[config.mk]
export PLATFORM = sky130hd
export DESIGN_NAME = lbm_step_sequencer_flat
export DESIGN_NICKNAME = d
export VERILOG_FILES = /design/src/rtl/lbm_step_sequencer_if.sv /design/src/rtl/lbm_step_sequencer.sv /design/src/flat_wrapper.sv
export SDC_FILE = /design/constraint.sdc
export NUM_CORES = 1
export LEC_CHECK = 0
export CAP_MARGIN = 20
export CELL_PAD_IN_SITES_DETAIL_PLACEMENT = 0
export CELL_PAD_IN_SITES_GLOBAL_PLACEMENT = 1
export CORE_AREA = 8 8 332 334
export DETAILED_ROUTE_END_ITERATION = 16
export DIE_AREA = 0 0 340 342
export GPL_ROUTABILITY_DRIVEN = 0
export PLACE_DENSITY = 0.52
export SLEW_MARGIN = 20
export SYNTH_ARGS = -nofsm -noshare
export SYNTH_HDL_FRONTEND = slang
export SYNTH_SLANG_ARGS = --single-unit
[constraint.sdc]
create_clock -name clk_in -period 2.7 [get_ports clk_in]
set_clock_uncertainty 0.15 [all_clocks]
set_input_delay 0.405 -clock clk_in [delete_from_list [all_inputs] [get_ports clk_in]]
set_output_delay 0.405 -clock clk_in [all_outputs]
set_load 0.005 [all_outputs]
[src/rtl/lbm_step_sequencer_if.sv]
`default_nettype none
// +--------------------------------------------------------------------------------------+
// | lbm_step_sequencer_if: lattice BRAM port, collision pipeline and setup/stream buses. |
// | Revision 1.0                                                                          |
// +--------------------------------------------------------------------------------------+
interface lbm_step_sequencer_if #(
  parameter int Q  = 9,
  parameter int W  = 8,
  parameter int AW = 15
);
  logic [Q*AW-1:0] addr_out;
  logic [Q*W-1:0]  bram_data_out;
  logic            we_out;
  logic [Q*W-1:0]  bram_data_in;

  logic [Q*W-1:0]  coll_data_out;
  logic            coll_valid_out;
  logic [Q*W-1:0]  coll_data_in;
  logic            coll_valid_in;

  logic            setup_done_in;
  logic [Q*AW-1:0] setup_addr_in;
  logic [Q*W-1:0]  setup_data_in;
  logic            setup_we_in;

  logic            stream_start_out;
  logic            stream_done_in;
  logic [Q*AW-1:0] stream_addr_in;
  logic [Q*W-1:0]  stream_data_in;
  logic            stream_we_in;

  modport master (
    output addr_out, bram_data_out, we_out, coll_data_out, coll_valid_out, stream_start_out,
    input  bram_data_in, coll_data_in, coll_valid_in,
    input  setup_done_in, setup_addr_in, setup_data_in, setup_we_in,
    input  stream_done_in, stream_addr_in, stream_data_in, stream_we_in
  );

  modport slave (
    input  addr_out, bram_data_out, we_out, coll_data_out, coll_valid_out, stream_start_out,
    output bram_data_in, coll_data_in, coll_valid_in,
    output setup_done_in, setup_addr_in, setup_data_in, setup_we_in,
    output stream_done_in, stream_addr_in, stream_data_in, stream_we_in
  );
endinterface
`default_nettype wire

[src/rtl/lbm_step_sequencer.sv]
`default_nettype none
// +--------------------------------------------------------------------------------------+
// | lbm_step_sequencer: SETUP once, then COLLIDE/STREAM/WAIT timesteps on the BRAM port.  |
// | Revision 1.0                                                                          |
// +--------------------------------------------------------------------------------------+
module lbm_step_sequencer #(
  parameter int HPIXELS     = 160,
  parameter int VPIXELS     = 120,
  parameter int Q           = 9,
  parameter int W           = 8,
  parameter int RD_LAT      = 2,
  parameter int COLL_LAT    = 4,
  parameter int WAIT_CYCLES = 1024
) (
  input  logic                 clk_in,
  input  logic                 rst_in,
  input  logic                 run_in,
  input  logic                 step_in,
  lbm_step_sequencer_if.master bus,
  output logic [2:0]           state_out,
  output logic [15:0]          step_count_out
);
  localparam int DEPTH = HPIXELS * VPIXELS;
  localparam int AW    = (DEPTH > 1) ? $clog2(DEPTH) : 1;
  localparam int CW    = AW + 1;
  localparam int WCW   = (WAIT_CYCLES > 1) ? $clog2(WAIT_CYCLES) : 1;
  localparam logic [CW-1:0]  DEPTH_C   = CW'(DEPTH);
  localparam logic [CW-1:0]  LAST_C    = CW'(DEPTH - 1);
  localparam logic [WCW-1:0] WAIT_LAST = WCW'(WAIT_CYCLES - 1);

  if (RD_LAT < 1 || COLL_LAT < 1 || WAIT_CYCLES < 1) begin : g_param_check
    $error("lbm_step_sequencer: RD_LAT, COLL_LAT and WAIT_CYCLES must be >= 1");
  end

  typedef enum logic [2:0] {
    S_SETUP   = 3'd0,
    S_COLLIDE = 3'd1,
    S_STREAM  = 3'd2,
    S_WAIT    = 3'd3,
    S_PAUSE   = 3'd4
  } state_t;

  state_t            state, state_nx;
  logic [CW-1:0]     rd_cnt, rd_nx, wr_cnt, wr_nx;
  logic [WCW-1:0]    wait_cnt, wait_nx;
  logic              phase, phase_nx;
  logic              hold_v, hold_v_nx;
  logic [Q*W-1:0]    hold_d, hold_d_nx;
  logic              issue, issue_nx;
  logic [RD_LAT-1:0] issue_pipe;
  logic [Q*AW-1:0]   addr_q, addr_nx;
  logic [Q*W-1:0]    wdata_q, wdata_nx;
  logic              we_q, we_nx;
  logic              start_q, start_nx;
  logic [15:0]       step_cnt, step_nx;
  logic [Q*W-1:0]    coll_data_q;
  logic              coll_valid_q;
  logic              wr_go;
  logic [Q*W-1:0]    wr_data;

  always_ff @(posedge clk_in or negedge rst_in) begin
    if (!rst_in) begin
      state        <= S_SETUP;
      rd_cnt       <= '0;
      wr_cnt       <= '0;
      wait_cnt     <= '0;
      phase        <= 1'b0;
      hold_v       <= 1'b0;
      hold_d       <= '0;
      issue        <= 1'b0;
      issue_pipe   <= '0;
      addr_q       <= '0;
      wdata_q      <= '0;
      we_q         <= 1'b0;
      start_q      <= 1'b0;
      step_cnt     <= '0;
      coll_data_q  <= '0;
      coll_valid_q <= 1'b0;
    end else begin
      state        <= state_nx;
      rd_cnt       <= rd_nx;
      wr_cnt       <= wr_nx;
      wait_cnt     <= wait_nx;
      phase        <= phase_nx;
      hold_v       <= hold_v_nx;
      hold_d       <= hold_d_nx;
      issue        <= issue_nx;
      issue_pipe   <= (issue_pipe << 1) | RD_LAT'(issue);
      addr_q       <= addr_nx;
      wdata_q      <= wdata_nx;
      we_q         <= we_nx;
      start_q      <= start_nx;
      step_cnt     <= step_nx;
      // Last tap marks the cycle in which the BRAM returns the issued cell
      coll_valid_q <= issue_pipe[RD_LAT-1];
      if (issue_pipe[RD_LAT-1]) begin
        coll_data_q <= bus.bram_data_in;
      end
    end
  end

  always_comb begin
    state_nx  = state;
    rd_nx     = rd_cnt;
    wr_nx     = wr_cnt;
    wait_nx   = wait_cnt;
    phase_nx  = 1'b0;
    hold_v_nx = hold_v;
    hold_d_nx = hold_d;
    issue_nx  = 1'b0;
    addr_nx   = addr_q;
    wdata_nx  = wdata_q;
    we_nx     = 1'b0;
    start_nx  = 1'b0;
    step_nx   = step_cnt;
    wr_go     = 1'b0;
    wr_data   = hold_d;
    unique case (state)
      S_SETUP: begin
        addr_nx  = bus.setup_addr_in;
        wdata_nx = bus.setup_data_in;
        we_nx    = bus.setup_we_in;
        if (bus.setup_done_in) begin
          state_nx = S_WAIT;
          we_nx    = 1'b0;
          wait_nx  = '0;
        end
      end
      S_WAIT: begin
        if (wait_cnt == WAIT_LAST) begin
          wait_nx   = '0;
          rd_nx     = '0;
          wr_nx     = '0;
          hold_v_nx = 1'b0;
          state_nx  = run_in ? S_COLLIDE : S_PAUSE;
        end else begin
          wait_nx = wait_cnt + 1'b1;
        end
      end
      S_PAUSE: begin
        if (run_in || step_in) begin
          state_nx  = S_COLLIDE;
          rd_nx     = '0;
          wr_nx     = '0;
          hold_v_nx = 1'b0;
        end
      end
      S_COLLIDE: begin
        // Even slots issue reads; odd slots drain a collided cell, parked in hold if it lands early
        phase_nx = ~phase;
        if (!phase) begin
          if (rd_cnt < DEPTH_C) begin
            addr_nx  = {Q{rd_cnt[AW-1:0]}};
            issue_nx = 1'b1;
            rd_nx    = rd_cnt + 1'b1;
          end
          if (bus.coll_valid_in) begin
            hold_v_nx = 1'b1;
            hold_d_nx = bus.coll_data_in;
          end
        end else if (hold_v) begin
          wr_go     = 1'b1;
          wr_data   = hold_d;
          hold_v_nx = bus.coll_valid_in;
          hold_d_nx = bus.coll_data_in;
        end else if (bus.coll_valid_in) begin
          wr_go   = 1'b1;
          wr_data = bus.coll_data_in;
        end
        if (wr_go) begin
          addr_nx  = {Q{wr_cnt[AW-1:0]}};
          wdata_nx = wr_data;
          we_nx    = 1'b1;
          wr_nx    = wr_cnt + 1'b1;
          if (wr_cnt == LAST_C) begin
            state_nx = S_STREAM;
            start_nx = 1'b1;
          end
        end
      end
      S_STREAM: begin
        addr_nx  = bus.stream_addr_in;
        wdata_nx = bus.stream_data_in;
        we_nx    = bus.stream_we_in;
        // A done seen alongside our own start pulse belongs to a previous pass
        if (bus.stream_done_in && !start_q) begin
          state_nx = S_WAIT;
          we_nx    = 1'b0;
          wait_nx  = '0;
          step_nx  = step_cnt + 16'd1;
        end
      end
      default: state_nx = S_SETUP;
    endcase
  end

  assign bus.addr_out         = addr_q;
  assign bus.bram_data_out    = wdata_q;
  assign bus.we_out           = we_q;
  assign bus.coll_data_out    = coll_data_q;
  assign bus.coll_valid_out   = coll_valid_q;
  assign bus.stream_start_out = start_q;
  assign state_out            = state;
  assign step_count_out       = step_cnt;
endmodule
`default_nettype wire
[src/flat_wrapper.sv]
// flat-port wrapper written by rule: the top's interface ports become plain ports
module lbm_step_sequencer_flat 
#(
  parameter int HPIXELS     = 160,
  parameter int VPIXELS     = 120,
  parameter int Q           = 9,
  parameter int W           = 8,
  parameter int RD_LAT      = 2,
  parameter int COLL_LAT    = 4,
  parameter int WAIT_CYCLES = 1024
)
  (clk_in, rst_in, run_in, step_in, state_out, step_count_out, bus_addr_out, bus_bram_data_out, bus_we_out, bus_coll_data_out, bus_coll_valid_out, bus_stream_start_out, bus_bram_data_in, bus_coll_data_in, bus_coll_valid_in, bus_setup_done_in, bus_setup_addr_in, bus_setup_data_in, bus_setup_we_in, bus_stream_done_in, bus_stream_addr_in, bus_stream_data_in, bus_stream_we_in);
  lbm_step_sequencer_if #(.Q(Q), .W(W)) bus_i ();
  input  logic clk_in;
  input  logic rst_in;
  input  logic run_in;
  input  logic step_in;
  output logic [2:0] state_out;
  output logic [15:0] step_count_out;
  output wire logic [$bits(bus_i.addr_out)-1:0] bus_addr_out;
  output wire logic [$bits(bus_i.bram_data_out)-1:0] bus_bram_data_out;
  output wire logic [$bits(bus_i.we_out)-1:0] bus_we_out;
  output wire logic [$bits(bus_i.coll_data_out)-1:0] bus_coll_data_out;
  output wire logic [$bits(bus_i.coll_valid_out)-1:0] bus_coll_valid_out;
  output wire logic [$bits(bus_i.stream_start_out)-1:0] bus_stream_start_out;
  input wire logic [$bits(bus_i.bram_data_in)-1:0] bus_bram_data_in;
  input wire logic [$bits(bus_i.coll_data_in)-1:0] bus_coll_data_in;
  input wire logic [$bits(bus_i.coll_valid_in)-1:0] bus_coll_valid_in;
  input wire logic [$bits(bus_i.setup_done_in)-1:0] bus_setup_done_in;
  input wire logic [$bits(bus_i.setup_addr_in)-1:0] bus_setup_addr_in;
  input wire logic [$bits(bus_i.setup_data_in)-1:0] bus_setup_data_in;
  input wire logic [$bits(bus_i.setup_we_in)-1:0] bus_setup_we_in;
  input wire logic [$bits(bus_i.stream_done_in)-1:0] bus_stream_done_in;
  input wire logic [$bits(bus_i.stream_addr_in)-1:0] bus_stream_addr_in;
  input wire logic [$bits(bus_i.stream_data_in)-1:0] bus_stream_data_in;
  input wire logic [$bits(bus_i.stream_we_in)-1:0] bus_stream_we_in;
  assign bus_addr_out = bus_i.addr_out;
  assign bus_bram_data_out = bus_i.bram_data_out;
  assign bus_we_out = bus_i.we_out;
  assign bus_coll_data_out = bus_i.coll_data_out;
  assign bus_coll_valid_out = bus_i.coll_valid_out;
  assign bus_stream_start_out = bus_i.stream_start_out;
  assign bus_i.bram_data_in = bus_bram_data_in;
  assign bus_i.coll_data_in = bus_coll_data_in;
  assign bus_i.coll_valid_in = bus_coll_valid_in;
  assign bus_i.setup_done_in = bus_setup_done_in;
  assign bus_i.setup_addr_in = bus_setup_addr_in;
  assign bus_i.setup_data_in = bus_setup_data_in;
  assign bus_i.setup_we_in = bus_setup_we_in;
  assign bus_i.stream_done_in = bus_stream_done_in;
  assign bus_i.stream_addr_in = bus_stream_addr_in;
  assign bus_i.stream_data_in = bus_stream_data_in;
  assign bus_i.stream_we_in = bus_stream_we_in;
  lbm_step_sequencer #(.HPIXELS(HPIXELS), .VPIXELS(VPIXELS), .Q(Q), .W(W), .RD_LAT(RD_LAT), .COLL_LAT(COLL_LAT), .WAIT_CYCLES(WAIT_CYCLES)) u_core (.clk_in(clk_in), .rst_in(rst_in), .run_in(run_in), .step_in(step_in), .bus(bus_i), .state_out(state_out), .step_count_out(step_count_out));
endmodule
==> impl_metrics.env, run 1 <==
export IMPL_status="finished clean"
export IMPL_cts_buffers=56
export IMPL_drtPass1Iterations=8
export IMPL_wire_per_inst_um=26.2
export IMPL_synth_cell_types=59
export IMPL_grt_max_degree=137
export IMPL_clockBufferDepth=3
export IMPL_grt_ovfl_total=0
export IMPL_tightest_slew_ps=1080
export IMPL_pre_cts_ws_ps=75.9
export IMPL_placedCellCount=4207
export IMPL_max_slew_margin_pct=27.9
export IMPL_pwr_share_clk_pct=23.3
export IMPL_hold_path_class="primary input to asynchronous set/reset pin"
export IMPL_drc=0
export IMPL_cp_required_ps=3110
export IMPL_synth_edf_count=0
export IMPL_viasPerCell=4.75
export IMPL_synthTopCellsByArea="dfrtp_1, a221oi_1, mux2_2"
export IMPL_track_usage_pct=18.6
export IMPL_yosysWarnings=0
export IMPL_num_rows=119
export IMPL_first_global_vias=21650
export IMPL_grt_pass1_wl_um=161000
export IMPL_ys_seq_elements=420
export IMPL_drt_iter0_markers=1360
export IMPL_syn_inst=2039
export IMPL_fin_cells=4351
export IMPL_clockRootBuffer="clkbuf_16"
export IMPL_setup_viol=0
export IMPL_synth_area_mm2=0.0207
export IMPL_cp_common_cell="buf_4"
export IMPL_yosysMostFrequentCell="dfrtp_1"
export IMPL_critPathArrivalTime_ps=2890
export IMPL_vdd_ir_drop_max_uv=491
export IMPL_end_kind="flip-flop"
export IMPL_rr_worst_depth=6
export IMPL_p_per_area_mw_per_mm2=990
export IMPL_p_sw_uw=11800
export IMPL_leakagePower_uw=0.0132
export IMPL_synth_top_area_share_pct=50.7
export IMPL_critical_path_depth=6
export IMPL_coreArea_mm2=0.105
export IMPL_synth_common_cells="dfrtp_1, nand2_1, a221oi_1"
export IMPL_p_sw_share_pct=35.3
export IMPL_ys_async_sr_fraction_pct=100
export IMPL_maxSlewViolCount=0
export IMPL_h_tree_depth=2
export IMPL_rsz0062_at_grt="false"
export IMPL_slowest_delay_ps=780
export IMPL_dp_hpwl_um=85200
export IMPL_synth_ff_type="dfrtp_1"
export IMPL_fin_crit_sh_pct=92.0
export IMPL_path_buf_inv=2
export IMPL_start_kind="flip-flop"
export IMPL_drt_total_wl_um=114000
export IMPL_fin_crit_ps=2480
export IMPL_io_pins=868
export IMPL_crit_family="simple AND/OR/NAND/NOR gates"
export IMPL_clkSinkCount=420
export IMPL_tns_ps=0
export IMPL_final_layout_size_suffix_gt1_share_pct=12.6
export IMPL_cp_max_fo=33
export IMPL_seqPwrFrac_pct=31.6
export IMPL_vias=20681
export IMPL_finalNetCount=3451
export IMPL_ys_seq_area_share_pct=50.7
export IMPL_crit_chain="buf_4, nor3b_4, nor2_4, buf_4, a221oi_1, a21oi_1"
export IMPL_port_buffers=867
export IMPL_synthesis_nets=2610
export IMPL_area_growth_synth_to_final_pct=63.0
export IMPL_cts_clk_slew_worst_paths_ps=60
export IMPL_finalHoldViolCount=0
export IMPL_power_internal_uw=21600
export IMPL_antenna_found_initial=64
export IMPL_combPwrFrac_pct=45.2
export IMPL_syn_avg_cell_area_um2=10.2
export IMPL_start_util_pct=19.8
export IMPL_cts_tree="built"
export IMPL_die_h_um=342
export IMPL_die_area_mm2=0.116
export IMPL_cpMaxStageDelayCell="nor2_4"
export IMPL_ant_nets=0
export IMPL_die_x_um=340
export IMPL_drv_cap=0
export IMPL_clk_latency_ps=660
export IMPL_setup_ws_ps=217
export IMPL_crit_type="flip-flop to flip-flop"
export IMPL_fmax_ghz=0.403
export IMPL_synth_area_leader_cell="dfrtp_1"
final timing paths:
kind,startpoint,slack [ps],end
min reg2reg,u_core.issue_pipe[0],200,u_core.issue_pipe[1]
max reg2reg,u_core.state_out[0],220,u_core.bus.bram_data_out[36]
min in group clk_in,u_core.issue_pipe[0],200,u_core.issue_pipe[1]
max in group asynchronous,rst_in,1350,u_core.bus.coll_data_out[55]
max,u_core.state_out[0],220,u_core.bus.bram_data_out[36]
min,rst_in,110,u_core.hold_d[55]
cells in the final DEF (no fill, tap or decap), types with 9 or more instances in the layout:
cell,n
o21ai_0,60
a221oi_1,207
inv_1,9
o21ai_1,124
clkbuf_8,14
buf_4,56
clkbuf_16,57
diode_2,34
nor2_1,92
clkdlybuf4s50_1,866
mux2_2,143
a21oi_1,162
clkinv_2,15
nand2_1,310
a31oi_1,14
nand4_1,13
nand3_1,21
xnor2_1,14
buf_12,49
a22o_1,153
dfrtp_1,417
and3_1,12
registers in the layout, indices dropped and copies added (netlist names), 10 cells and up:
name                      count
u_core.wait_cnt              10
u_core.bus.bram_data_out     72
u_core.wr_cnt                16
u_core.bus.coll_data_out     72
u_core.step_count_out        16
u_core.rd_cnt                16
u_core.bus.addr_out         135
u_core.hold_d                72
worst register-to-register path, cell delays in order (launching register included):
cell      delay [ps]
dfrtp_4          520
buf_4            180
nor3b_4          170
nor2_4           780
buf_4            350
a221oi_1          80
a21oi_1          170
cell type report:
cell class,instances,area (um^2)
inverter,9,33.8
tap,1391,1740
antenna,34,85.1
fill,10728,70900
clock buffer,77,1640
timing repair buffer,976,10200
clock inverter,27,262
sequential,420,10500
multi-input combinational,1417,9290
through the flow:
stage	cell area (um^2)	util, %	hold WS [ps]	power [uW]
detailed placement	31700	30.3	188	26000
finish	33800	32.3	114	33400
global placement	31700	30.3	187	25700
floorplan	20700	-	-40.6	17200
global route	33700	32.2	89.9	35600
CTS	33700	32.2	61.4	34000
cells by family after synthesis:
| logic type | share of synthesized area, % |
|---|---|
| AO/OA/AOI/OAI | 25.3 |
| XOR/XNOR | 0.761 |
| adder cells (fa/ha/maj) | 0.290 |
| buffers and inverters | 4.54 |
| flip-flops | 50.7 |
| multiplexers | 8.04 |
| AND/OR/NAND/NOR | 10.3 |
power groups by stage:
| stage | combinational (uW) | sequential [uW] | clock, uW |
|---|---|---|---|
| 3_3_place_gp | 15200 | 10500 | 0 |
| 6_report | 15100 | 10500 | 7770 |
| 3_5_place_dp | 15400 | 10600 | 0 |
| 5_1_grt | 16400 | 10900 | 8290 |
| 2_1_floorplan | 6820 | 10400 | 0 |
| 4_1_cts | 15400 | 10600 | 8060 |
layer usage:
layer  up-vias  part of all wire (%)  global-route usage, %
met2       842                    51                   33.1
li1       9385                     -                      -
met1     10250                    38                   20.9
met4        32                   2.9                   6.20
met3       172                   8.7                   6.23
met5         -                  0.19                      0
timing repair:
action,CTS,global route
gates resized for setup,1,0
endpoints found under the setup margin,1,0
hold buffers,1,0
hold endpoints to repair,171,0
setup buffers,3,0
(Power assumes the default switching activity.)
==> inputs of run 2 (changes only) <==
Settings changed: CORE_AREA 8 8 332 334 to 8 8 336 338, DIE_AREA 0 0 340 342 to 0 0 344 346, PLACE_DENSITY 0.52 to 0.51.
Clock period 2.7 ns to 3.2 ns, I/O delays scaled along.
==> run 2 against run 1 <==
First-iteration DRC count fell by 3.2%. Global-route usage fell by 0.63 points. Clock-buffer cell count fell by 3. Critical path depth fell by 4. Combinational power fell by 18%. Critical path type is now flip-flop to primary output. Utilization fell by 1.3 points. Sequential power fell by 15%. Non-clock buffer count fell by 21. Die area rose by 2.4%.
==> impl_metrics.env, run 2 (synthesis gave the netlist of run 1 again) <==
export IMPL_cts_tree="built"
export IMPL_postCtsSetupBuffers=0
export IMPL_end_kind="primary output"
export IMPL_hold_depth=0
export IMPL_fin_cells=4348
export IMPL_leakagePower_uw=0.0130
export IMPL_cp_max_fo=108
export IMPL_cts_buffers=57
export IMPL_die_area_mm2=0.119
export IMPL_max_slew_margin_pct=34.6
export IMPL_antenna_found_initial=54
export IMPL_clockBufferDepth=3
export IMPL_die_h_um=346
export IMPL_final_area_mm2=0.0334
export IMPL_drv_cap=0
export IMPL_final_common_cell="clkdlybuf4s50_1"
export IMPL_clockRootBuffer="clkbuf_16"
export IMPL_drt_iter0_markers=1316
export IMPL_fin_crit_sh_pct=92.0
export IMPL_coreArea_mm2=0.108
export IMPL_io_pins=868
export IMPL_status="finished clean"
export IMPL_hold_path_startpoint="u_core.issue_pipe[0]"
export IMPL_p_per_area_mw_per_mm2=845
export IMPL_final_layout_size_suffix_gt1_share_pct=11.9
export IMPL_cts_clk_slew_worst_paths_ps=60
export IMPL_h_tree_depth=2
export IMPL_start_kind="flip-flop"
export IMPL_crit_family="buffers and inverters"
export IMPL_clk_latency_ps=640
export IMPL_tns_ps=0
export IMPL_rsz0062_at_grt="false"
export IMPL_fmax_ghz=0.340
export IMPL_crit_chain="buf_12, clkdlybuf4s50_1"
export IMPL_critPathArrivalTime_ps=2310
export IMPL_p_sw_uw=10000
export IMPL_hold_path_class="flip-flop to flip-flop"
export IMPL_cpMaxStageDelayCell="clkdlybuf4s50_1"
export IMPL_grt_ovfl_total=0
export IMPL_placedCellCount=4214
export IMPL_num_rows=121
export IMPL_grt_max_degree=109
export IMPL_timing_rr_end="u_core.bus.addr_out[123]"
export IMPL_slowest_delay_ps=620
export IMPL_crit_start="u_core.state_out[0]"
export IMPL_cp_required_ps=2570
export IMPL_pwr_share_clk_pct=24.4
export IMPL_viasPerCell=4.70
export IMPL_start_util_pct=19.2
export IMPL_most_common_layout_cells="clkdlybuf4s50_1, dfrtp_1, nand2_1"
export IMPL_first_global_vias=21328
export IMPL_dp_hpwl_um=83800
export IMPL_clkSinkCount=420
export IMPL_finalHoldViolCount=0
export IMPL_drtPass1Iterations=5
export IMPL_drt_total_wl_um=112000
export IMPL_port_buffers=867
export IMPL_vdd_ir_drop_max_uv=504
export IMPL_p_sw_share_pct=35.5
export IMPL_wire_per_inst_um=25.8
export IMPL_vias=20434
export IMPL_post_route_util_pct=31.0
export IMPL_ant_nets=0
export IMPL_track_usage_pct=18.0
export IMPL_hold_end="u_core.issue_pipe[1]"
export IMPL_power_internal_uw=18200
export IMPL_setup_viol=0
export IMPL_largest_reg_flops=135
export IMPL_drc=0
export IMPL_placed_area_mm2=0.0313
export IMPL_path_buf_inv=2
export IMPL_grt_pass1_wl_um=159000
export IMPL_tightest_slew_ps=982
export IMPL_crit_type="flip-flop to primary output"
export IMPL_area_growth_synth_to_final_pct=61.2
export IMPL_rr_worst_depth=6
export IMPL_fin_crit_ps=2940
export IMPL_holdWs_ps=196
export IMPL_combPwrFrac_pct=43.8
export IMPL_finalNetCount=3431
export IMPL_r2r_slack_ps=510
export IMPL_r2r_start="u_core.state_out[1]"
export IMPL_maxSlewViolCount=0
export IMPL_seqPwrFrac_pct=31.8
export IMPL_die_x_um=344
-- run 2: changes by cell type in the layout (fill, tap and decap cells not counted), moves of 3 or more --
cell / change
buf_12: -19
clkbuf_8: -6
bufinv_16: +5
diode_2: -5
clkinv_2: -4
clkbuf_1: +3
-- run 2: power by group through the flow --
stage,Combinational [uW],Clock (uW),Sequential (uW)
floorplan,5750,0,8740
finish,12400,6880,8960
detailed placement,12600,0,9030
global placement,12400,0,8970
CTS,12600,7180,8970
global route,13500,7380,9270
-- run 2: timing repair --
action | 4_1_cts | 5_1_grt
hold buffers | 1 | 0
hold endpoints to repair | 40 | 0
resized for setup | 0 | 0
-- run 2: routing by layer --
metal / vias to the layer above / wire, um / track usage (%)
li1: 9333 / - / -
met1: 10124 / 42700 / 20.2
met2: 747 / 56100 / 31.2
met3: 192 / 9460 / 6.23
met4: 38 / 3610 / 6.98
met5: - / 259 / 0
-- run 2: worst max-delay path by stage --
stage                                     endpoint  depth (start not counted)
after floorplan           u_core.bus.addr_out[100]                          9
after global placement            u_core.rd_cnt[0]                          6
after detailed placement   u_core.bus.addr_out[18]                          7
after CTS                             state_out[0]                          2
after global routing                  state_out[0]                          2
final                                 state_out[0]                          2
-- run 2: area by class of cell --
type                       instances  area [um^2]
tap                             1414         1770
antenna                           29         72.6
sequential                       420        10500
timing repair buffer             955         9720
clock buffer                      74         1570
inverter                           9         33.8
multi-input combinational       1417         9290
fill                           11155        74400
clock inverter                    30          408
-- run 2: worst reg2reg max path, cell delays in order, from the launching register on --
cell and delay [ps]:
dfrtp_4 580, or3b_4 510, nor2_4 410, a22o_1 490
buf_12 210, a221oi_1 80, o21ai_1 180
-- run 2: stage by stage --
stage          total power (uW)  setup slack (ps)
5_1_grt                   30100               120
6_report                  28200               256
4_1_cts                   28800               165
3_3_place_gp              21400               355
2_1_floorplan             14500              1180
3_5_place_dp              21600               342
==> inputs of run 3 (changes only) <==
Settings changed: CTS_CLUSTER_DIAMETER set to 120.
Clock period 3.2 ns to 3.8 ns, I/O delays scaled along.
==> run 3 against run 2 <==
Sequential power shrank 16%. Worst setup slack better by 390 ps. Largest power group unchanged. Via count up 0.12%.
==> impl_metrics.env, run 3 (synthesis gave the netlist of run 1 again) <==
export IMPL_status="finished clean"
export IMPL_hold_path_class="flip-flop to flip-flop"
export IMPL_tightest_slew_ps=1120
export IMPL_cts_buffers=56
export IMPL_die_area_mm2=0.119
export IMPL_coreArea_mm2=0.108
export IMPL_multi_input_area_mm2=0.00929
export IMPL_port_buffers=867
export IMPL_antenna_found_initial=58
export IMPL_num_rows=121
export IMPL_final_layout_size_suffix_gt1_share_pct=11.3
export IMPL_most_common_layout_cells="clkdlybuf4s50_1, dfrtp_1, nand2_1"
export IMPL_start_kind="flip-flop"
export IMPL_track_usage_pct=18.2
export IMPL_die_h_um=346
export IMPL_top_layer="met5"
export IMPL_crit_type="flip-flop to primary output"
export IMPL_dp_hpwl_um=84200
export IMPL_finalNetCount=3413
export IMPL_p_per_area_mw_per_mm2=704
export IMPL_cp_max_fo=136
export IMPL_drtPass1Iterations=7
export IMPL_setup_ws_ps=642
export IMPL_cp_required_ps=3080
export IMPL_fin_crit_sh_pct=83.1
export IMPL_fillers=11122
export IMPL_rsz0062_at_grt="false"
export IMPL_vdd_ir_drop_max_uv=318
export IMPL_h_tree_depth=2
export IMPL_leakagePower_uw=0.0129
export IMPL_fin_cells=4334
export IMPL_end_kind="primary output"
export IMPL_tns_ps=0
export IMPL_first_global_vias=21331
export IMPL_rr_worst_depth=6
export IMPL_timing_rr_end="u_core.bus.addr_out[29]"
export IMPL_die_x_um=344
export IMPL_grt_max_degree=137
export IMPL_slowest_delay_ps=640
export IMPL_fmax_ghz=0.317
export IMPL_critical_path_depth=2
export IMPL_cts_tree="built"
export IMPL_drt_total_wl_um=113000
export IMPL_wl_met2_um=56600
export IMPL_clk_latency_ps=650
export IMPL_largest_reg_flops=135
export IMPL_wire_per_inst_um=26.1
export IMPL_pre_cts_ws_ps=534
export IMPL_cp_endpoint="state_out[0]"
export IMPL_cpMaxStageDelayCell="clkdlybuf4s50_1"
export IMPL_ff_latch_area_mm2=0.0105
export IMPL_viasPerCell=4.72
export IMPL_drv_cap=0
export IMPL_cts_clk_slew_worst_paths_ps=60
export IMPL_placedCellCount=4197
export IMPL_crit_start="u_core.state_out[0]"
export IMPL_r2r_start="u_core.state_out[0]"
export IMPL_start_util_pct=19.2
export IMPL_drt_iter0_markers=1276
export IMPL_maxSlewViolCount=0
export IMPL_finalHoldViolCount=0
export IMPL_drc=0
export IMPL_crit_chain="buf_12, clkdlybuf4s50_1"
export IMPL_post_route_util_pct=30.7
export IMPL_grt_pass1_wl_um=161000
export IMPL_critPathArrivalTime_ps=2440
export IMPL_fin_crit_ps=3160
export IMPL_grt_ovfl_total=0
export IMPL_clockRootBuffer="clkbuf_16"
export IMPL_final_common_cell="clkdlybuf4s50_1"
export IMPL_setup_viol=0
export IMPL_crit_family="buffers and inverters"
export IMPL_clkSinkCount=420
export IMPL_m1WireLength_um=42500
export IMPL_area_growth_synth_to_final_pct=59.6
export IMPL_vias=20458
export IMPL_ant_nets=0
export IMPL_r2r_slack_ps=790
export IMPL_clockBufferDepth=3
export IMPL_max_slew_margin_pct=24.8
export IMPL_met3WireLength_um=10400
export IMPL_path_buf_inv=2
export IMPL_io_pins=868
[run 3: cell types whose count changed in the layout (fill, tap and decap cells not counted), sizes merged]
cell,change
bufinv,-6
diode,+2
clkbuf,+11
inv,-1
clkinvlp,-3
buf,-17
[run 3: worst reg2reg max path, stage by stage, from the launching register on]
cell      delay, ps
dfrtp_4         550
or3b_4          600
nor2_4          530
a22o_1          580
buf_4           260
a221oi_1         70
o21ai_0         190
[run 3: area by class of cell]
class | count | share of cell area, %
Tap cell | 1414 | 5.35
Clock inverter | 20 | 0.594
Clock buffer | 85 | 5.15
Sequential cell | 420 | 31.8
Inverter | 9 | 0.102
Multi-Input combinational cell | 1417 | 28.1
Timing Repair Buffer | 938 | 28.6
Antenna cell | 31 | 0.235
[run 3: where the power goes]
part / switching (uW) / internal, uW
sequential: 1210 / 6320
combinational: 4930 / 5330
clock: 2200 / 3280
[run 3: repair_timing]
item	CTS	global route
setup buffers	0	0
gates resized for setup	0	0
hold buffers	1	0
hold endpoints to repair	67	0
[run 3: metrics by stage]
stage / hold slack [ps] / power, uW / instance area [um^2]
5_1_grt: 216 / 24800 / 33000
3_5_place_dp: 190 / 18100 / 31100
2_1_floorplan: 124 / 12200 / 20700
6_report: 197 / 23300 / 33000
4_1_cts: 202 / 23800 / 33000
3_3_place_gp: 190 / 17900 / 31100
[run 3: worst min-delay path by stage]
stage	start	endpoint	slack (ps)	depth (start not counted)
global placement	u_core.issue_pipe[0]	u_core.issue_pipe[1]	190	0
finish	u_core.issue	u_core.issue_pipe[0]	200	0
floorplan	rst_in	u_core.bus.addr_out[0]	120	0
CTS	u_core.issue	u_core.issue_pipe[0]	200	0
detailed placement	u_core.issue	u_core.issue_pipe[0]	190	0
global route	u_core.issue_pipe[0]	u_core.issue_pipe[1]	220	0
[run 3: layer usage]
metal | GRT usage, % | vias to the layer above
li1 | - | 9297
met3 | 6.81 | 180
met4 | 6.50 | 34
met2 | 31.8 | 809
met1 | 20.1 | 10138
met5 | 0 | -
